## config.mk

```make
export PLATFORM = sky130hd
export DESIGN_NAME = packet_tx_sched
export DESIGN_NICKNAME = d
export VERILOG_FILES = /design/src/rtl/packet_tx_sched.sv
export SDC_FILE = /design/constraint.sdc
export NUM_CORES = 1
export LEC_CHECK = 0
export CORE_ASPECT_RATIO = 1.4
export CORE_MARGIN = 10
export CORE_UTILIZATION = 55
export DETAILED_ROUTE_END_ITERATION = 8
export PLACE_DENSITY = 0.86
export SYNTH_ARGS = -nofsm -noshare
export SYNTH_HDL_FRONTEND = slang
export SYNTH_SLANG_ARGS = --single-unit
```

## constraint.sdc

```tcl
create_clock -name clk -period 4.55 [get_ports clk]
set_clock_uncertainty 0.15 [all_clocks]
set_input_delay 0.455 -clock clk [delete_from_list [all_inputs] [get_ports clk]]
set_output_delay 0.455 -clock clk [all_outputs]
set_load 0.05 [all_outputs]
```

## src/rtl/packet_tx_sched.sv

```systemverilog
// packet_tx_sched: snapshots a PKT_W-bit frame on frame_tick and streams it LSB-byte-first over tx_valid/tx_ready; 1 cycle tick-to-valid,
// bytes held stable while tx_ready is low, ticks arriving mid-frame are dropped and counted. `define PACKET_CHECKSUM_EN appends a mod-256 sum byte.
module packet_tx_sched #(
  parameter int PKT_W     = 176,
  parameter int NUM_BYTES = PKT_W / 8,
  parameter int BYTE_GAP  = 0
) (
  input  logic             clk,
  input  logic             rst,
  input  logic             frame_tick,
  input  logic [PKT_W-1:0] packet,
  input  logic             tx_ready,
  output logic [7:0]       tx_data,
  output logic             tx_valid,
  output logic             busy,
  output logic             frame_done,
  output logic [7:0]       drop_cnt
);

`ifdef PACKET_CHECKSUM_EN
  localparam int XFERS = NUM_BYTES + 1;
`else
  localparam int XFERS = NUM_BYTES;
`endif
  localparam int               IDX_W    = $clog2(XFERS + 1);
  localparam logic [IDX_W-1:0] LAST_IDX = IDX_W'(XFERS - 1);
  localparam logic [7:0]       GAP_LOAD = 8'(BYTE_GAP);

  typedef enum logic [1:0] {IDLE, SEND, GAP} state_e;

  state_e           state_q;
  logic [PKT_W-1:0] shadow_q;
  logic [IDX_W-1:0] idx_q;
  logic [7:0]       gap_q;
  logic [7:0]       tx_data_q;
  logic [7:0]       drop_q;
  logic             tx_valid_q;
  logic             busy_q;
  logic             done_q;

  logic [IDX_W-1:0] idx_d;
  logic [7:0]       byte_d;

  assign idx_d = idx_q + 1'b1;

`ifdef PACKET_CHECKSUM_EN
  logic [7:0] sum_q;
  logic [7:0] sum_d;
  // Running sum includes the byte transferring this edge, so the checksum is ready right after the last data byte.
  assign sum_d = sum_q + tx_data_q;
`endif

  always_comb begin
    byte_d = 8'h00;
    for (int k = 0; k < NUM_BYTES; k++) begin
      if (idx_d == IDX_W'(k)) byte_d = shadow_q[8*k +: 8];
    end
`ifdef PACKET_CHECKSUM_EN
    if (idx_d == IDX_W'(NUM_BYTES)) byte_d = sum_d;
`endif
  end

  always_ff @(posedge clk) begin
    if (rst) begin
      state_q    <= IDLE;
      shadow_q   <= '0;
      idx_q      <= '0;
      gap_q      <= '0;
      tx_data_q  <= '0;
      tx_valid_q <= 1'b0;
      busy_q     <= 1'b0;
      done_q     <= 1'b0;
      drop_q     <= '0;
`ifdef PACKET_CHECKSUM_EN
      sum_q      <= '0;
`endif
    end else begin
      done_q <= 1'b0;
      // Any tick outside IDLE is an overrun, including one on the final transfer edge.
      if (frame_tick && state_q != IDLE && drop_q != 8'hFF) drop_q <= drop_q + 8'd1;

      case (state_q)
        IDLE: begin
          if (frame_tick) begin
            shadow_q   <= packet;
            idx_q      <= '0;
            tx_data_q  <= packet[7:0];
            tx_valid_q <= 1'b1;
            busy_q     <= 1'b1;
            state_q    <= SEND;
`ifdef PACKET_CHECKSUM_EN
            sum_q      <= '0;
`endif
          end
        end
        SEND: begin
          if (tx_ready) begin
`ifdef PACKET_CHECKSUM_EN
            sum_q <= sum_d;
`endif
            if (idx_q == LAST_IDX) begin
              tx_valid_q <= 1'b0;
              busy_q     <= 1'b0;
              done_q     <= 1'b1;
              state_q    <= IDLE;
            end else begin
              idx_q     <= idx_d;
              tx_data_q <= byte_d;
              if (BYTE_GAP != 0) begin
                tx_valid_q <= 1'b0;
                gap_q      <= GAP_LOAD;
                state_q    <= GAP;
              end
            end
          end
        end
        GAP: begin
          // Byte is re-offered on the cycle the count hits 1, giving exactly BYTE_GAP low cycles.
          if (gap_q == 8'd1) begin
            tx_valid_q <= 1'b1;
            state_q    <= SEND;
          end else begin
            gap_q <= gap_q - 8'd1;
          end
        end
        default: state_q <= IDLE;
      endcase
    end
  end

  assign tx_data    = tx_data_q;
  assign tx_valid   = tx_valid_q;
  assign busy       = busy_q;
  assign frame_done = done_q;
  assign drop_cnt   = drop_q;

endmodule

```

After elaboration in Yosys (flattened, before gate mapping)
Index checks and enable logic that the tools add are counted.

Flip-flop bits (word level): 210. Output and inout bits: 19. Word-level logic and storage cells: 102.

Add/subtract/negate cells: 3. Equal/unequal tests: 31. Mux-type cells: 42. Bitwise logic cells: 3. Reduce and logical (&&, ||, !) cells: 14.

Operators with widths (number): $mux 8 (25); $eq 5x4->1 const B (8); $eq 5x5->1 const B (7); $eq 5x3->1 const B (4); $pmux 8 s2 (1); $mux 5 (3); $reduce_and 4->1 (3); $eq 5x2->1 const B (2); $ne 2x2->1 const B (5); $pmux 5 s2 (1); $add 8x1->8 const B (1); $eq 8x1->1 const B (1); $mux 2 (4); $ne 8x8->1 const B (1); $sub 8x1->8 const B (1); $pmux 2 s3 (1); $add 5x1->5 const B (1); $eq 5x1->1 const B (1); $logic_not 5->1 (1); $mux 1 (5); $reduce_and 5->1 (1); $reduce_and 2->1 (2); $reduce_bool 2->1 (2); $not 1->1 (3); other kinds (8) (9).

Logic depth before layout (Yosys ltp)
Gate-level depths: netlist (run 1).

Depth in word-level cells: 27. Gate-level depth with buffers: 12. Mapped depth without buffers: 9.

Least setup slack after synthesis (run 1)
No wires, ideal clock.

Path type: reg-to-reg. Start: register, netlist name tx_valid. End: register tx_data_q[7], in the netlist tx_data[7]. Library setup time: 69 ps. Data arrival time: 2333 ps. Path slack: 1998 ps. Cell stages (with the launch flop): 10. Period minus slack after synthesis: 2552 ps. Cell sequence: dfxtp_1 > clkbuf_1 > nand2_1 > nor2b_1 > clkbuf_1 > nor2_1 > a311o_1 > a21oi_1 > or4b_1 > o21ai_1.

RTL lines: end signal: assignment (line 87) `tx_data_q <= packet[7:0];`; end signal: assignment (line 108) `tx_data_q <= byte_d;`; end: declaration (line 35) `logic [7:0] tx_data_q;`.

Worst setup path after layout (run 1)
Start: register idx_q[4]. End: register tx_data_q[5], in the netlist tx_data[5].

Longest elaborated chain between the ends: 27.

Ends and longest elaborated chain: start: declaration (line 33) `logic [IDX_W-1:0] idx_q;`; start signal: assignment (line 107) `idx_q <= idx_d;`; $add 5x1->5 (line 44) `assign idx_d = idx_q + 1'b1;`; $logic_not 5->1 (line 56) `if (idx_d == IDX_W'(k)) byte_d = shadow_q[8*k +: 8];`; $mux 8 (22 in series) (line 56); $mux 8 (line 101) `if (idx_q == LAST_IDX) begin`; $mux 8 (line 97) `if (tx_ready) begin`; $pmux 8 s2 (line 82) `case (state_q)`.

Several ways; a longest one is shown, not always the timed one. The select of a mux whose other input is x is not followed. A chain may end at the register's enable or synchronous reset.

==> metrics.txt, run 1 <==
number of distinct library cells after synthesis=75; FF-to-FF End=tx_data[5]; number of global-route vias before repair=9510; Starting Density=55.95%; Final ANT Viol Nets=0; Synth Warn #=0; Hold WC Path Type=flip-flop to flip-flop; Post-Place Cells=1606; status=complete, no violations; slowest stage delay, CP=820 ps; setup_tns=0 ps; post-CTS sizing=0; maxcap violations=0; crit path launch type=flip-flop; hold worst-path end=shadow_q[31]; crit-path cells=nand4b_1 > nor2b_1 > nor2_1 > nand2_1 > a21oi_1 > or4b_1 > o21ai_1; H-tree depth=4; fin nets=1608; first-pass GRT wire length=49690 um; fraction of layout cells with a size suffix above 1=4.672%; reg2reg setup slack=1410 ps; DRC=0; routed vias=9816; FF-to-FF path depth=7; fin. max-slew vios=0; WL final=32020 um; largest net degree at the start of global routing=126; Final min period=3136 ps; Hold Vio Cnt, Final=0; VDD IR max=0.2538 mV; Slew HR=30.76%; FF+latch count, synth=199; average size of a mapped cell=7.258 um^2; Hold Crit Start=shadow_q[31]; port bufs=198; Static Leakage=0.004287 uW; top_reg_cell synth=dfxtp_1; die area=22730 um^2; synthesized area=9370 um^2; cts-stage hold buffer count=0; reg-to-reg startpoint=idx_q[4]; RSZ-0062 raised after global routing=no; area grow syn2layout=27.43%; fill count=1410; Worst EP required=4760 ps; post-route insts no fill=1637; ys async rst share=0%; Crit Path Category=flip-flop to flip-flop; initial antenna violation count=0; Via density=5.996; Clock Tree Buf Depth=2; CP max FO=22; critical path arrival=3350 ps; # clock sinks=199; global-route usage over all layers=27.32%; Final period util=68.93%; Initial DRC Count=926; pre-CTS setup slack=1478 ps; IO Pins=199; average wire per standard cell=19.56 um; HPWL after DPL=23420 um; Power Density=335.7 nW/um^2; Clock Root Buffer=clkbuf_16; chip height=174.4 um; # diodes=0; Setup Fix Bufs, Post-CTS=0; Synth Instances=1291; Slew @ Worst Pin=1039 ps; CTS tree=built; hold path depth=2; Cell Rows=56; crit end category=flip-flop; CP max-delay cell=dfxtp_1; Setup violations, final=0; final worst setup slack=1414 ps; CTS buffer count=17; CP Launch Point=idx_q[4]; Core Area=16750 um^2; Final Power=4008 uW; Post-synth EDFFs=0; worst skew pair latency=430 ps; die width=130.3 um; final global-route overflow total=0; syn nets=1477; TritonRoute pass-1 iters=6; Max Fclk=0.3189 GHz; register area share after synthesis=42.52%; gpl congestion=1.065; Clk pin slew, worst setup/hold paths=70 ps
[layer usage]
layer / track usage (%) / vias to the layer above / wire length [um]
met5: 0 / - / 0
met4: 12.50 / 0 / 1348
met3: 5.816 / 96 / 2325
met2: 47.68 / 430 / 16270
met1: 30.65 / 4567 / 12080
li1: - / 4723 / -
[worst max path at each step]
| stage | to | slack (ps) | cells after the start |
|---|---|---|---|
| 2_1_floorplan | tx_data[7] | 2000 | 9 |
| 4_1_cts | tx_data[5] | 1490 | 7 |
| 6_report | tx_data[5] | 1410 | 7 |
| 3_5_place_dp | tx_data[7] | 1480 | 8 |
| 5_1_grt | tx_data[6] | 1150 | 8 |
| 3_3_place_gp | tx_data[7] | 1500 | 8 |
[worst max-delay path, delay by kind of cell, from the launching register on]
| kind | cells | cell delay (ps) |
|---|---|---|
| simple gates | 5 | 1790 |
| flops | 1 | 820 |
| compound gates | 2 | 310 |
[Yosys cell counts, types with 5 or more instances]
library cell / number / area, um^2
o211ai_1: 13 / 97.59
nand3_1: 18 / 90.09
a311o_1: 5 / 50.05
and3_1: 10 / 62.56
a211oi_1: 11 / 82.58
ha_1: 6 / 75.07
clkbuf_1: 85 / 319.1
nand4_1: 10 / 62.56
o21ai_0: 36 / 180.2
a32oi_1: 6 / 52.55
a22oi_1: 12 / 90.09
inv_1: 13 / 48.80
a21oi_1: 227 / 1136
o22ai_1: 13 / 81.33
o21a_1: 10 / 75.07
nor3_1: 12 / 60.06
nand2b_1: 11 / 68.82
o221ai_1: 6 / 52.55
nor2_1: 49 / 183.9
a2bb2oi_1: 5 / 43.79
dfxtp_1: 199 / 3984
buf_1: 11 / 41.29
nor2b_1: 7 / 43.79
nand2_1: 418 / 1569
buf_2: 6 / 30.03
[metrics by stage]
step | hold WS [ps] | cell area, um^2 | utilization [%]
3_3_place_gp | 289.1 | 11350 | 67.80
3_5_place_dp | 296.7 | 11350 | 67.80
4_1_cts | 306.0 | 11940 | 71.30
5_1_grt | 324.9 | 11940 | 71.30
2_1_floorplan | 281.2 | 9370 | -
6_report | 306.9 | 11940 | 71.30
[layout by cell type (no fill, tap or decap), drive strengths merged, types with 5 or more instances in the layout]
cell and count:
nand2 418, a21oi 227, dfxtp 199, clkdlybuf4s50 197, nor2 50, o21ai 40
clkbuf 20, nand3 18, buf 18, inv 18, o211ai 14, o22ai 13
nor3 13, a22oi 12, a211oi 12, nand2b 11, and3 10, nand4 10
o21a 10, nor2b 7, o221ai 6, a32oi 6, ha 6, a2bb2oi 5
a311o 5, o311ai 5
[power by group]
group / internal [uW] / total, uW / switching, uW
sequential: 1840 / 1910 / 73.9
combinational: 270 / 581 / 311
clock: 835 / 1510 / 680
total: 2940 / 4010 / 1060
[cell type report]
| cell class | instances | area, um^2 | share of cell area [%] |
|---|---|---|---|
| tap | 203 | 254.0 | 2.127 |
| sequential | 199 | 3984 | 33.36 |
| inverter | 14 | 52.55 | 0.4401 |
| timing repair buffer | 215 | 2111 | 17.68 |
| multi-input combinational | 975 | 4954 | 41.49 |
| clock inverter | 11 | 138.9 | 1.163 |
| clock buffer | 20 | 446.7 | 3.741 |
[sequential cells by signal, summed over array words and instances, names as in the netlist]
name and cells:
tx_data 8, frame_done 1, drop_cnt 8, idx_q 5, shadow_q 176, tx_valid 1
[cell families (layout without fill, tap and decap cells)]
group / count (synthesis) / count (layout) / synth area share [%]
AO/OA/AOI/OAI: 404 / 404 / 26.47
XOR/XNOR: 5 / 5 / 0.4673
adder cells (fa/ha/maj): 6 / 6 / 0.8012
buffers and inverters: 117 / 260 / 4.807
flip-flops: 199 / 199 / 42.52
multiplexers: 1 / 1 / 0.1068
AND/OR/NAND/NOR: 559 / 559 / 24.84
(Power assumes the default switching activity.)
==> run 2, diff against run 1 <==
--- a/config.mk
+++ b/config.mk
@@ -7,9 +7,9 @@
 export LEC_CHECK = 0
 export CORE_ASPECT_RATIO = 1.4
 export CORE_MARGIN = 10
-export CORE_UTILIZATION = 55
+export CORE_UTILIZATION = 51
 export DETAILED_ROUTE_END_ITERATION = 8
-export PLACE_DENSITY = 0.86
+export PLACE_DENSITY = 0.81
 export SYNTH_ARGS = -nofsm -noshare
 export SYNTH_HDL_FRONTEND = slang
 export SYNTH_SLANG_ARGS = --single-unit
==> constraint.sdc (replaced) <==
create_clock -name clk -period 2.9 [get_ports clk]
set_clock_uncertainty 0.15 [all_clocks]
set_input_delay 0.29 -clock clk [delete_from_list [all_inputs] [get_ports clk]]
set_output_delay 0.29 -clock clk [all_outputs]
set_load 0.05 [all_outputs]
==> run 2 against run 1 <==
- die area is 6.8% higher
- largest cell class unchanged
- combinational power is 63% higher
- sequential share of layout area decreased by 0.91 points
- setup slack worse by 1300 ps
- flip-flop and latch count is the same
- via count increased by 0.41%
- routed wire length increased by 3.7%
- sequential power increased by 57%
- final cell count rose by 4.3%
- register-to-register slack worse by 1300 ps
- fmax is 14% higher
- clock-buffer cell count decreased by 2
==> metrics.txt, run 2 (synthesized netlist as in run 1, its figures left out) <==
status=complete, no violations; first-pass GRT wire length=51360 um (+3.3%); utilization after layout=68.22% (-3.1 points); Hold Crit Start=rst; max FFs per register=176 (unchanged); area grow syn2layout=31.03%; commonest non-fill, non-tap cell in the layout=nand2_1; slowest stage delay, CP=370 ps (-450 ps); maxcap violations=0 (unchanged); Power Density=505.2 nW/um^2 (+51%); setup_tns=0 ps (unchanged); Hold Vio Cnt, Final=0 (unchanged); met1 wire length=13050 um (+8.0%); gpl congestion=0.9451 (-11%); CTS buffer count=17 (unchanged); FF-to-FF path depth=9 (+2); FF-to-FF End=tx_data[1]; met3 WL=1826 um (-21%); Cell Rows=58 (+3.6%); RSZ-0062 raised after global routing=yes; final global-route overflow total=0 (unchanged); HPWL after DPL=24820 um (+6.0%); average wire per standard cell=19.43 um (-0.66%); # diodes=0 (unchanged); routed vias=9856 (+0.41%); IO Pins=199 (unchanged); H-tree depth=4 (unchanged); WL final=33190 um (+3.7%); CP max-delay cell=dfxtp_1; port bufs=198 (unchanged); Crit Path Category=flip-flop to flip-flop; fin. max-slew vios=0 (unchanged); pre-CTS setup slack=45.61 ps (-1432 ps); CP max FO=16 (-27%); hold worst-path end=drop_cnt[0]; hold path depth=2 (unchanged); crit-path cells=ha_2 > nand2b_1 > nor3_4 > o21ai_1 > buf_12 > o32a_1 > a221oi_1 > o221ai_1 > a31o_2; chip height=180.4 um (+3.4%); die width=134.6 um (+3.3%); most frequent cells in the layout=nand2_1 (417), a21oi_1 (227), dfxtp_1 (198), clkdlybuf4s50_1 (197), nor2_1 (49); Max Fclk=0.3635 GHz (+14%); crit end category=flip-flop; Clock Tree Buf Depth=2 (unchanged); number of global-route vias before repair=9489 (-0.22%); Static Leakage=0.004473 uW (+4.3%); Clk pin slew, worst setup/hold paths=80 ps (about the same); # clock sinks=199 (unchanged); Slew HR=33.13% (+2.4 points); Via density=5.770 (-3.8%); Clock Root Buffer=clkbuf_16; Slew @ Worst Pin=1003 ps (-35.47 ps); Hold WC Path Type=primary input to flip-flop; reg-to-reg startpoint=idx_q[0]; Top reg by flops=shadow_q; Post-Place Cells=1677 (+4.4%); initial antenna violation count=0 (unchanged); CTS tree=built; fin nets=1643 (+2.2%); post-route insts no fill=1708 (+4.3%); DRC=0 (unchanged); fraction of layout cells with a size suffix above 1=7.289% (+2.6 points); final worst setup slack=149.0 ps (-1265 ps); uppermost routed layer=met4; largest net degree at the start of global routing=177 (+40%); Initial DRC Count=753 (-19%); crit path launch type=flip-flop; met2 wire len=17370 um (+6.8%); die area=24270 um^2 (+6.8%); Setup violations, final=0 (unchanged); critical path arrival=2930 ps (-420 ps); VDD IR max=0.4230 mV (+67%); Starting Density=52.06% (-3.9 points); Final min period=2751 ps (-385.3 ps); TritonRoute pass-1 iters=5 (-1); Worst EP required=3080 ps (-1680 ps); worst skew pair latency=440 ps (about the same); global-route usage over all layers=26.23% (-1.1 points); Core Area=18000 um^2 (+7.5%); Final ANT Viol Nets=0 (unchanged); reg2reg setup slack=150 ps (-1260 ps); Final period util=94.86% (+26 points)
## run 2: how the worst max path moves through the flow
stage,start,end,slack (ps),cells past startpoint
after floorplan,tx_valid,tx_data[7],350,9
after global placement,idx_q[0],tx_data[1],130,8
after detailed placement,idx_q[0],tx_data[1],50,8
after CTS,idx_q[0],tx_data[1],30,8
after global routing,idx_q[0],tx_data[1],-30,9
final,idx_q[0],tx_data[1],150,9
## run 2: critical path, delay by kind of cell (launching register included)
kind / cells / cell delay [ps]
buffers and inverters: 1 / 180
DFF: 1 / 370
and+or+nand+nor: 2 / 530
AOI/OAI and AO/OA: 5 / 1130
adders and majority gates: 1 / 280
## run 2: layout make-up
| class | count | area [um^2] |
|---|---|---|
| Clock buffer | 18 | 439.2 |
| Fill cell | 1610 | 5719 |
| Multi-Input combinational cell | 975 | 4965 |
| Clock inverter | 12 | 112.6 |
| Sequential cell | 199 | 3985 |
| Inverter | 14 | 52.55 |
| Tap cell | 240 | 300.3 |
| Timing Repair Buffer | 250 | 2424 |
## run 2: what timing repair did
| action | 4_1_cts | 5_1_grt |
|---|---|---|
| hold buffers | 0 | 0 |
| endpoints found under the hold margin | 0 | 0 |
| endpoints found under the setup margin | 0 | 8 |
| resized for setup | 0 | 5 |
| setup buffers | 0 | 1 |
## run 2: metal layers
layer | vias up | GRT usage [%]
met1 | 4641 | 28.88
met2 | 359 | 48.15
li1 | 4789 | -
met4 | 0 | 9.166
met5 | - | 0
met3 | 67 | 5.246
## run 2: through the flow
stage	total power, uW	area, um^2	hold WS, ps
after floorplan	3512	9370	276.0
after global placement	3970	11710	289.2
after detailed placement	3988	11710	295.9
after CTS	6215	12260	32.19
after global routing	6417	12280	53.96
final	6203	12280	44.19
## run 2: power breakdown
group	total [uW]	internal [uW]	switching, uW
sequential	2990	2880	105
clock	2270	1140	1120
combinational	946	444	502
